--- config.mk ---
export PLATFORM = sky130hd
export DESIGN_NAME = fp_mul_pipe
export DESIGN_NICKNAME = d
export VERILOG_FILES = /design/src/rtl/fp_mul_pkg.sv /design/src/rtl/fp_mul_round.sv /design/src/rtl/fp_mul_pipe.sv
export SDC_FILE = /design/constraint.sdc
export NUM_CORES = 1
export LEC_CHECK = 0
export BUFFER_PORTS_ARGS = -buffer_cell sky130_fd_sc_hd__buf_4
export CAP_MARGIN = 20
export CELL_PAD_IN_SITES_DETAIL_PLACEMENT = 1
export CELL_PAD_IN_SITES_GLOBAL_PLACEMENT = 1
export CORE_ASPECT_RATIO = 0.9
export CORE_MARGIN = 8
export CORE_UTILIZATION = 45
export DETAILED_ROUTE_END_ITERATION = 16
export MAX_ROUTING_LAYER = met4
export PLACE_DENSITY_LB_ADDON = 0.1
export RECOVER_POWER = 25
export SLEW_MARGIN = 15
export SYNTH_ARGS = -nofsm -noshare
export SYNTH_HDL_FRONTEND = slang
export SYNTH_SLANG_ARGS = --single-unit
--- constraint.sdc ---
create_clock -name clk -period 4.88 [get_ports clk]
set_input_delay 0.244 -clock clk [delete_from_list [all_inputs] [get_ports clk]]
set_output_delay 0.244 -clock clk [all_outputs]
set_load 0.02 [all_outputs]
--- src/rtl/fp_mul_pkg.sv ---
// Shared definitions for the pipelined floating-point multiplier:
// operand classes, rounding-mode encodings and format helper functions.
package fp_mul_pkg;

    localparam logic RND_RNE   = 1'b0;
    localparam logic RND_TRUNC = 1'b1;

    typedef enum logic [1:0] {
        ZERO,
        NORM,
        INF,
        NAN
    } fp_class_e;

    function automatic int exp_bias(input int exp_w);
        return (1 << (exp_w - 1)) - 1;
    endfunction

    // Quiet NaN with sign 0, all-ones exponent and only the mantissa MSB set.
    function automatic logic [63:0] canon_nan(input int exp_w, input int man_w);
        return (((64'd1 << exp_w) - 64'd1) << man_w) | (64'd1 << (man_w - 1));
    endfunction

endpackage

--- src/rtl/fp_mul_round.sv ---
// Stage-3 combinational logic: normalise the mantissa product, round,
// detect overflow/underflow and pack the final result with its flags.
module fp_mul_round
    import fp_mul_pkg::*;
#(
    parameter  int EXP_W = 5,
    parameter  int MAN_W = 10,
    localparam int W     = 1 + EXP_W + MAN_W,
    localparam int XW    = EXP_W + 2,
    localparam int PW    = 2 * MAN_W + 2
) (
    input  logic                 sign_i,
    input  fp_class_e            cls_i,
    input  logic                 rnd_i,
    input  logic signed [XW-1:0] exp_i,
    input  logic [PW-1:0]        prod_i,
    output logic [W-1:0]         data_o,
    output logic [2:0]           flags_o
);

    localparam logic signed [XW-1:0] ONE     = XW'(1);
    localparam logic signed [XW-1:0] EXP_MAX = XW'((1 << EXP_W) - 1);
    localparam logic [W-1:0]         QNAN    = W'(canon_nan(EXP_W, MAN_W));

    logic [PW-2:0]        frac;
    logic signed [XW-1:0] exp_n;
    logic signed [XW-1:0] exp_f;
    logic [MAN_W:0]       man_r;
    logic                 round_up;
    logic [W-1:0]         inf_val;
    logic [W-1:0]         zero_val;

    always_comb begin
        // Product is in [1,4): drop the hidden one, realigning when it sits one place lower.
        frac     = prod_i[PW-1] ? prod_i[PW-2:0] : {prod_i[PW-3:0], 1'b0};
        exp_n    = prod_i[PW-1] ? exp_i + ONE : exp_i;
        round_up = (rnd_i == RND_RNE) && frac[MAN_W] &&
                   ((|frac[MAN_W-1:0]) || frac[MAN_W+1]);
        man_r    = {1'b0, frac[PW-2:MAN_W+1]} + (MAN_W+1)'(round_up);
        exp_f    = man_r[MAN_W] ? exp_n + ONE : exp_n;
        inf_val  = {sign_i, {EXP_W{1'b1}}, {MAN_W{1'b0}}};
        zero_val = {sign_i, {(W-1){1'b0}}};

        data_o  = zero_val;
        flags_o = 3'b000;
        case (cls_i)
            NAN: begin
                data_o  = QNAN;
                flags_o = 3'b100;
            end
            INF:  data_o = inf_val;
            ZERO: data_o = zero_val;
            default: begin
                if (exp_f >= EXP_MAX) begin
                    data_o  = inf_val;
                    flags_o = 3'b010;
                end else if (exp_f < ONE) begin
                    data_o  = zero_val;
                    flags_o = 3'b001;
                end else begin
                    // A rounding carry leaves man_r low bits at zero, as required.
                    data_o = {sign_i, exp_f[EXP_W-1:0], man_r[MAN_W-1:0]};
                end
            end
        endcase
    end

endmodule

--- src/rtl/fp_mul_pipe.sv ---
// Three-stage IEEE-style floating-point multiplier with valid/ready flow
// control: S1 unpack/classify, S2 mantissa product, S3 round/pack.
module fp_mul_pipe
    import fp_mul_pkg::*;
#(
    parameter  int EXP_W = 5,
    parameter  int MAN_W = 10,
    localparam int W     = 1 + EXP_W + MAN_W
) (
    input  logic         clk,
    input  logic         rst,
    input  logic [W-1:0] data1,
    input  logic [W-1:0] data2,
    input  logic         input_valid,
    output logic         input_ready,
    input  logic         rnd_mode,
    output logic [W-1:0] datanew,
    output logic         output_update,
    input  logic         output_ready,
    output logic [2:0]   flags
);

    localparam int            XW   = EXP_W + 2;
    localparam int            PW   = 2 * MAN_W + 2;
    localparam logic [XW-1:0] BIAS = XW'(exp_bias(EXP_W));

    typedef struct packed {
        logic          sign;
        fp_class_e     cls;
        logic          rnd;
        logic [XW-1:0] exp;
        logic [MAN_W:0] man_a;
        logic [MAN_W:0] man_b;
    } s1_t;

    typedef struct packed {
        logic          sign;
        fp_class_e     cls;
        logic          rnd;
        logic [XW-1:0] exp;
        logic [PW-1:0] prod;
    } s2_t;

    function automatic fp_class_e classify(input logic [EXP_W-1:0] e, input logic [MAN_W-1:0] m);
        if (e == '1) begin
            if (m == '0) return INF;
            return NAN;
        end
        if (e == '0) return ZERO;  // subnormals are flushed to zero
        return NORM;
    endfunction

    s1_t       s1_d, s1_q;
    s2_t       s2_d, s2_q;
    fp_class_e cls_a, cls_b;
    logic      s1_valid_q, s2_valid_q, out_valid_q;
    logic      advance;
    logic [W-1:0] datanew_q, round_data;
    logic [2:0]   flags_q, round_flags;

    assign advance     = !(out_valid_q && !output_ready);
    assign input_ready = advance;

    always_comb begin
        cls_a      = classify(data1[W-2:MAN_W], data1[MAN_W-1:0]);
        cls_b      = classify(data2[W-2:MAN_W], data2[MAN_W-1:0]);
        s1_d.sign  = data1[W-1] ^ data2[W-1];
        s1_d.rnd   = rnd_mode;
        s1_d.exp   = {2'b00, data1[W-2:MAN_W]} + {2'b00, data2[W-2:MAN_W]} - BIAS;
        s1_d.man_a = {1'b1, data1[MAN_W-1:0]};
        s1_d.man_b = {1'b1, data2[MAN_W-1:0]};
        if (cls_a == NAN || cls_b == NAN || (cls_a == INF && cls_b == ZERO) ||
            (cls_a == ZERO && cls_b == INF))
            s1_d.cls = NAN;
        else if (cls_a == INF || cls_b == INF)
            s1_d.cls = INF;
        else if (cls_a == ZERO || cls_b == ZERO)
            s1_d.cls = ZERO;
        else
            s1_d.cls = NORM;
    end

    always_comb begin
        s2_d.sign = s1_q.sign;
        s2_d.cls  = s1_q.cls;
        s2_d.rnd  = s1_q.rnd;
        s2_d.exp  = s1_q.exp;
        s2_d.prod = PW'(s1_q.man_a) * PW'(s1_q.man_b);
    end

    fp_mul_round #(
        .EXP_W(EXP_W),
        .MAN_W(MAN_W)
    ) u_round (
        .sign_i (s2_q.sign),
        .cls_i  (s2_q.cls),
        .rnd_i  (s2_q.rnd),
        .exp_i  (s2_q.exp),
        .prod_i (s2_q.prod),
        .data_o (round_data),
        .flags_o(round_flags)
    );

    // NOTE: only valids and the visible outputs are reset; the payload
    // registers below are always qualified by a valid and need no reset.
    always_ff @(posedge clk or posedge rst) begin
        if (rst) begin
            s1_valid_q  <= 1'b0;
            s2_valid_q  <= 1'b0;
            out_valid_q <= 1'b0;
            datanew_q   <= '0;
            flags_q     <= '0;
        end else if (advance) begin
            s1_valid_q  <= input_valid;
            s2_valid_q  <= s1_valid_q;
            out_valid_q <= s2_valid_q;
            if (s2_valid_q) begin
                datanew_q <= round_data;
                flags_q   <= round_flags;
            end
        end
    end

    always_ff @(posedge clk) begin
        if (advance) begin
            s1_q <= s1_d;
            s2_q <= s2_d;
        end
    end

    assign datanew       = datanew_q;
    assign flags         = flags_q;
    assign output_update = out_valid_q;

endmodule

### Yosys cells after proc, flatten, opt, wreduce, memory -nomap -nowiden

Cells that the tools add are included.
Widths: inputs -> output; s select.

* reduce and logical (&&, ||, !) cells: 24
* eq/ne operators: 8
* $mul: 1
* muxes and demuxes: 33
* bitwise gates (word level): 3
* add/subtract/negate cells: 5
* $lt $le $gt $ge: 2

Operators with widths (count)
* $pmux 16 s3: 1
* $mux 15: 2
* $mux 2: 12
* $mul 11x11->22: 1
* $mux 21: 1
* $logic_not 10->1: 2
* $add 7x2->7 const B: 2
* $mux 7: 2
* $mux 1: 13
* $eq 2x2->1 const B: 6
* $add 10x1->11: 1
* $eq 5x5->1 const B: 2
* $logic_not 5->1: 2
* $reduce_or 10->1: 1
* $ge 7x6->1 const B: 1
* $lt 7x2->1 const B: 1
* $sub 6x4->7 const B: 1
* $add 5x5->6: 1
* $logic_not 2->1: 3
* $logic_or 1x1->1: 6
* $pmux 3 s2: 1
* $logic_and 1x1->1: 5
* $reduce_or 2->1: 2
* $mux 3: 1
* 4 further kinds: 6

* register bits after elaboration: 86
* input port bits: 37

### Logic depth before layout (Yosys ltp)

* depth in word-level cells: 13
* gate-level depth with buffers: 21
* depth with buffers taken out: 19

### Hierarchy

Synthesis repeated with hierarchy kept, for this count alone.

* cell total of the unflattened synthesis: 801
* area, all modules: 8271.7 um2

Modules (own cells, without submodules)
* fp_mul_pipe: area an instance 7023.0 um2, cells each 628, instances 1
* fp_mul_round: area an instance 1248.7 um2, cells each 173, instances 1

### Worst setup path after synthesis

Ideal clock, no wire load.

* path type: register to register
* start: register s1_q[9] (netlist name)
* end: register s2_q[21] (netlist name), data pin
* buffers on the path: 1
* slack: -0.478 ns
* arrival: 5.097 ns
* period minus slack after synthesis: 5.358 ns
* stages on the path, launching flop included: 20
* library setup time: 0.260 ns
* cell sequence: edfxtp_1 > clkbuf_1 > and2_1 > fa_1 > inv_1 > fa_1 > inv_1 > fa_1 > fa_1 > inv_1 > fa_1 > inv_1 > ha_1 > a21oi_1 > o21ai_0 > or3b_2 > a41oi_1 > o31ai_1 > o22ai_1 > xnor2_1

RTL lines
* start, declared: RTL line fp_mul_pipe.sv:53 `s1_t s1_d, s1_q;`
* start signal, assigned: RTL line fp_mul_pipe.sv:126 `s1_q <= s1_d;`
* end signal, assigned: RTL line fp_mul_pipe.sv:127 `s2_q <= s2_d;`
* end, declared: RTL line fp_mul_pipe.sv:54 `s2_t s2_d, s2_q;`

==> impl_metrics.json <==
{
  "setup.worst_path.end_class": "register",
  "ys_seq_area_share_pct": 31.4,
  "maxSlewViolCount": 0,
  "antennaDiodeCount": 0,
  "place_congestion": 0.890,
  "grtUsageMet2_pct": 33.3,
  "ys_ff_latch": 86,
  "fillers": 1927,
  "grt_pass1_wl_mm": 33.2,
  "required_ps": 4980,
  "outcome": "finished, violations left",
  "io-pin-count": 58,
  "maxCapViolCount": 0,
  "place_inst": 1089,
  "routed_wl_mm": 20.2,
  "numClockSinks": 86,
  "violations": "negative setup slack",
  "setup_viol": 6,
  "slew_headroom_pct": 42.5,
  "start_util_pct": 45.3,
  "synthArstFlopShare_pct": 25.6,
  "hold_violations": 0,
  "drive_above_1_share_pct": 24.3,
  "port-buffer-count": 57,
  "clk_path_buf_depth": 2,
  "worst_pin_slew_ps": 863,
  "use_met3_pct": 3.07,
  "synthCells": 751,
  "area_growth_syn_to_layout_pct": 22.9,
  "die_h_um": 141,
  "track_usage_pct": 19.7,
  "cts_root_buf": "clkbuf_16",
  "start_kind": "register",
  "fp-row-count": 46,
  "yosysWarnings": 0,
  "grt_pass1_vias": 6502,
  "final_nets": 1067,
  "path_class": "reg -> reg",
  "final_common_cell": "inv_1",
  "mostFrequentLayoutCells": "inv_1 (118), buf_4 (109), fa_1 (78), nand2_1 (75), edfxtp_1 (64)",
  "drc": 0,
  "overflow": 0,
  "dpl_cell_area_um2": 9110,
  "vias_per_cell": 5.16,
  "crit_path_start": "s1_q[3]",
  "die_area_um2": 22000,
  "top_usage_layer": "met2",
  "yosysUniqueCellTypes": 61,
  "period_share_pct": 104,
  "synth-main-ff-cell": "edfxtp_1",
  "finalCriticalPeriod_ps": 5090,
  "detail-route-antenna-nets": 0,
  "setup_slack_ps": -215,
  "cts_htree_levels": 3,
  "syn-cell-area_um2": 7870,
  "crit_chain": "nand2_1 > fa_1 > inv_2 > fa_1 > fa_1 > fa_1 > inv_1 > fa_1 > inv_1 > ha_2 > a21o_1 > a211o_1 > o22a_1 > o311a_1 > o31ai_2 > mux2i_1 > nand2_1",
  "use_met1_pct": 24.6,
  "critPathArrivalTime_ps": 5200,
  "cts_tree": "yes",
  "worst_path_most_repeated_cell": "fa_1",
  "antenna_found_initial": 0,
  "r2r-start": "s1_q[3]",
  "core_area_um2": 17400,
  "min_path_type": "in -> async",
  "crit_fanout": 7,
  "max_stage_delay_ps": 530,
  "die_w_um": 155,
  "synth_edf_count": 64,
  "rsz0062_at_grt": "true",
  "synth_fp_nets": 941,
  "avgSynthCellArea_um2": 10.5,
  "hpwl_mm": 16.4,
  "final_cells": 1122,
  "clkSlewWorstSetupHoldPaths_ps": 70,
  "via_count": 5788,
  "max_freq_mhz": 196,
  "cts_hold_buf": 0,
  "grt_start_max_net_pins": 69,
  "rr_endpoint": "s2_q[20]",
  "clock_latency_ps": 350,
  "first_pass_iters": 4,
  "design_area_um2": 9670,
  "wl_per_cell_um": 18.0,
  "fin_worst_skew_ps": 8.64,
  "first_iter_violations": 200,
  "regToRegSetupSlack_ps": -210,
  "reg2reg_depth": 17,
  "numCtsBuffers": 9,
  "cp_slowest_cell": "fa_1"
}
[timing repair]
action,CTS,global route
setup buffers,14,4
pin swaps,26,19
gates resized for setup,15,24
setup endpoints to repair,9,11
[stage by stage]
| stage | hold slack, ps | utilization [%] | setup slack [ps] | setup TNS [ps] |
|---|---|---|---|---|
| after global placement | 406 | 52.4 | -209 | -631 |
| after global routing | 85.5 | 55.6 | -367 | -1900 |
| final | 69.0 | 55.6 | -215 | -518 |
| after detailed placement | 406 | 52.4 | -329 | -1580 |
| after floorplan | 233 | - | -1.58 | -1.58 |
| after CTS | 57.8 | 55.2 | -190 | -530 |
[cell type report]
| class | count | area, µm² | area share, % |
|---|---|---|---|
| repair buffers | 140 | 1040 | 10.8 |
| inverters | 128 | 480 | 4.97 |
| clock buffers | 11 | 275 | 2.85 |
| multi-input cells | 512 | 5060 | 52.3 |
| flip-flops and latches | 86 | 2470 | 25.6 |
| well taps | 240 | 300 | 3.11 |
| clock inverters | 5 | 38.8 | 0.401 |
[kinds of logic after synthesis]
group                      count (synthesis)  synth area share, %
adders and majority gates                153                 32.1
AOI/OAI and AO/OA                         91                 8.86
buffers and inverters                    153                 7.43
xor gates and xnor gates                  40                 4.69
muxes                                     13                 1.80
and+or+nand+nor                          215                 13.7
DFF                                       86                 31.4
[synthesized netlist by cell type, types with 3 or more instances]
master    instances  area [µm²]
nand4_1           3        18.8
nor3_1            6        30.0
a21oi_1          18        90.1
a21o_1            7        52.6
or4_1             4        30.0
edfxtp_1         64        1920
nor2_1           34         128
or3_1             3        18.8
dfrtp_1          22         551
nand2b_1          3        18.8
xnor2_1          27         236
clkbuf_1         22        82.6
ha_1             72         901
mux2_2            6        67.6
and3_1            5        31.3
nand3_1          13        65.1
o21a_1            3        22.5
nor4_1            6        37.5
nor2b_1           4        25.0
fa_1             81        1620
inv_1           128         480
xor2_1           12         105
o21ai_0          14        70.1
mux2i_1           6        60.1
o31ai_1           5        37.5
a32o_1           10         100
a221o_1           5        50.1
a31oi_1           6        37.5
nand2_1          81         304
and2_1           42         263
[critical path: cells and delay by family (launching register included)]
kind / cells / cell delay, ps
AO/OA/AOI/OAI: 5 / 1090
flip-flops: 1 / 510
adder cells (fa/ha/maj): 6 / 2680
AND/OR/NAND/NOR: 2 / 180
multiplexers: 1 / 230
buffers and inverters: 3 / 150
[worst max-delay path by stage]
stage / endpoint / cells after the start
after detailed placement: s2_q[20] / 17
after global routing: s2_q[20] / 17
after floorplan: s2_q[21] / 19
final: s2_q[20] / 17
after CTS: s2_q[20] / 17
after global placement: s2_q[20] / 16
[registers in the layout, summed over array words and instances, names as in the netlist]
| register | cells |
|---|---|
| s2_valid_q | 1 |
| output_update | 1 |
| s1_valid_q | 1 |
| flags | 3 |
| s1_q | 31 |
| s2_q | 33 |
| datanew | 16 |
[routing by layer]
metal  wire length [µm]  up-vias
li1                   -     2760
met1               8930     2896
met2              10200      111
met3                784       21
met4                272        0
met5                  0        -
Power is not shown: default switching activity piles up to over one toggle a cycle in this logic, so the estimate is an artifact.
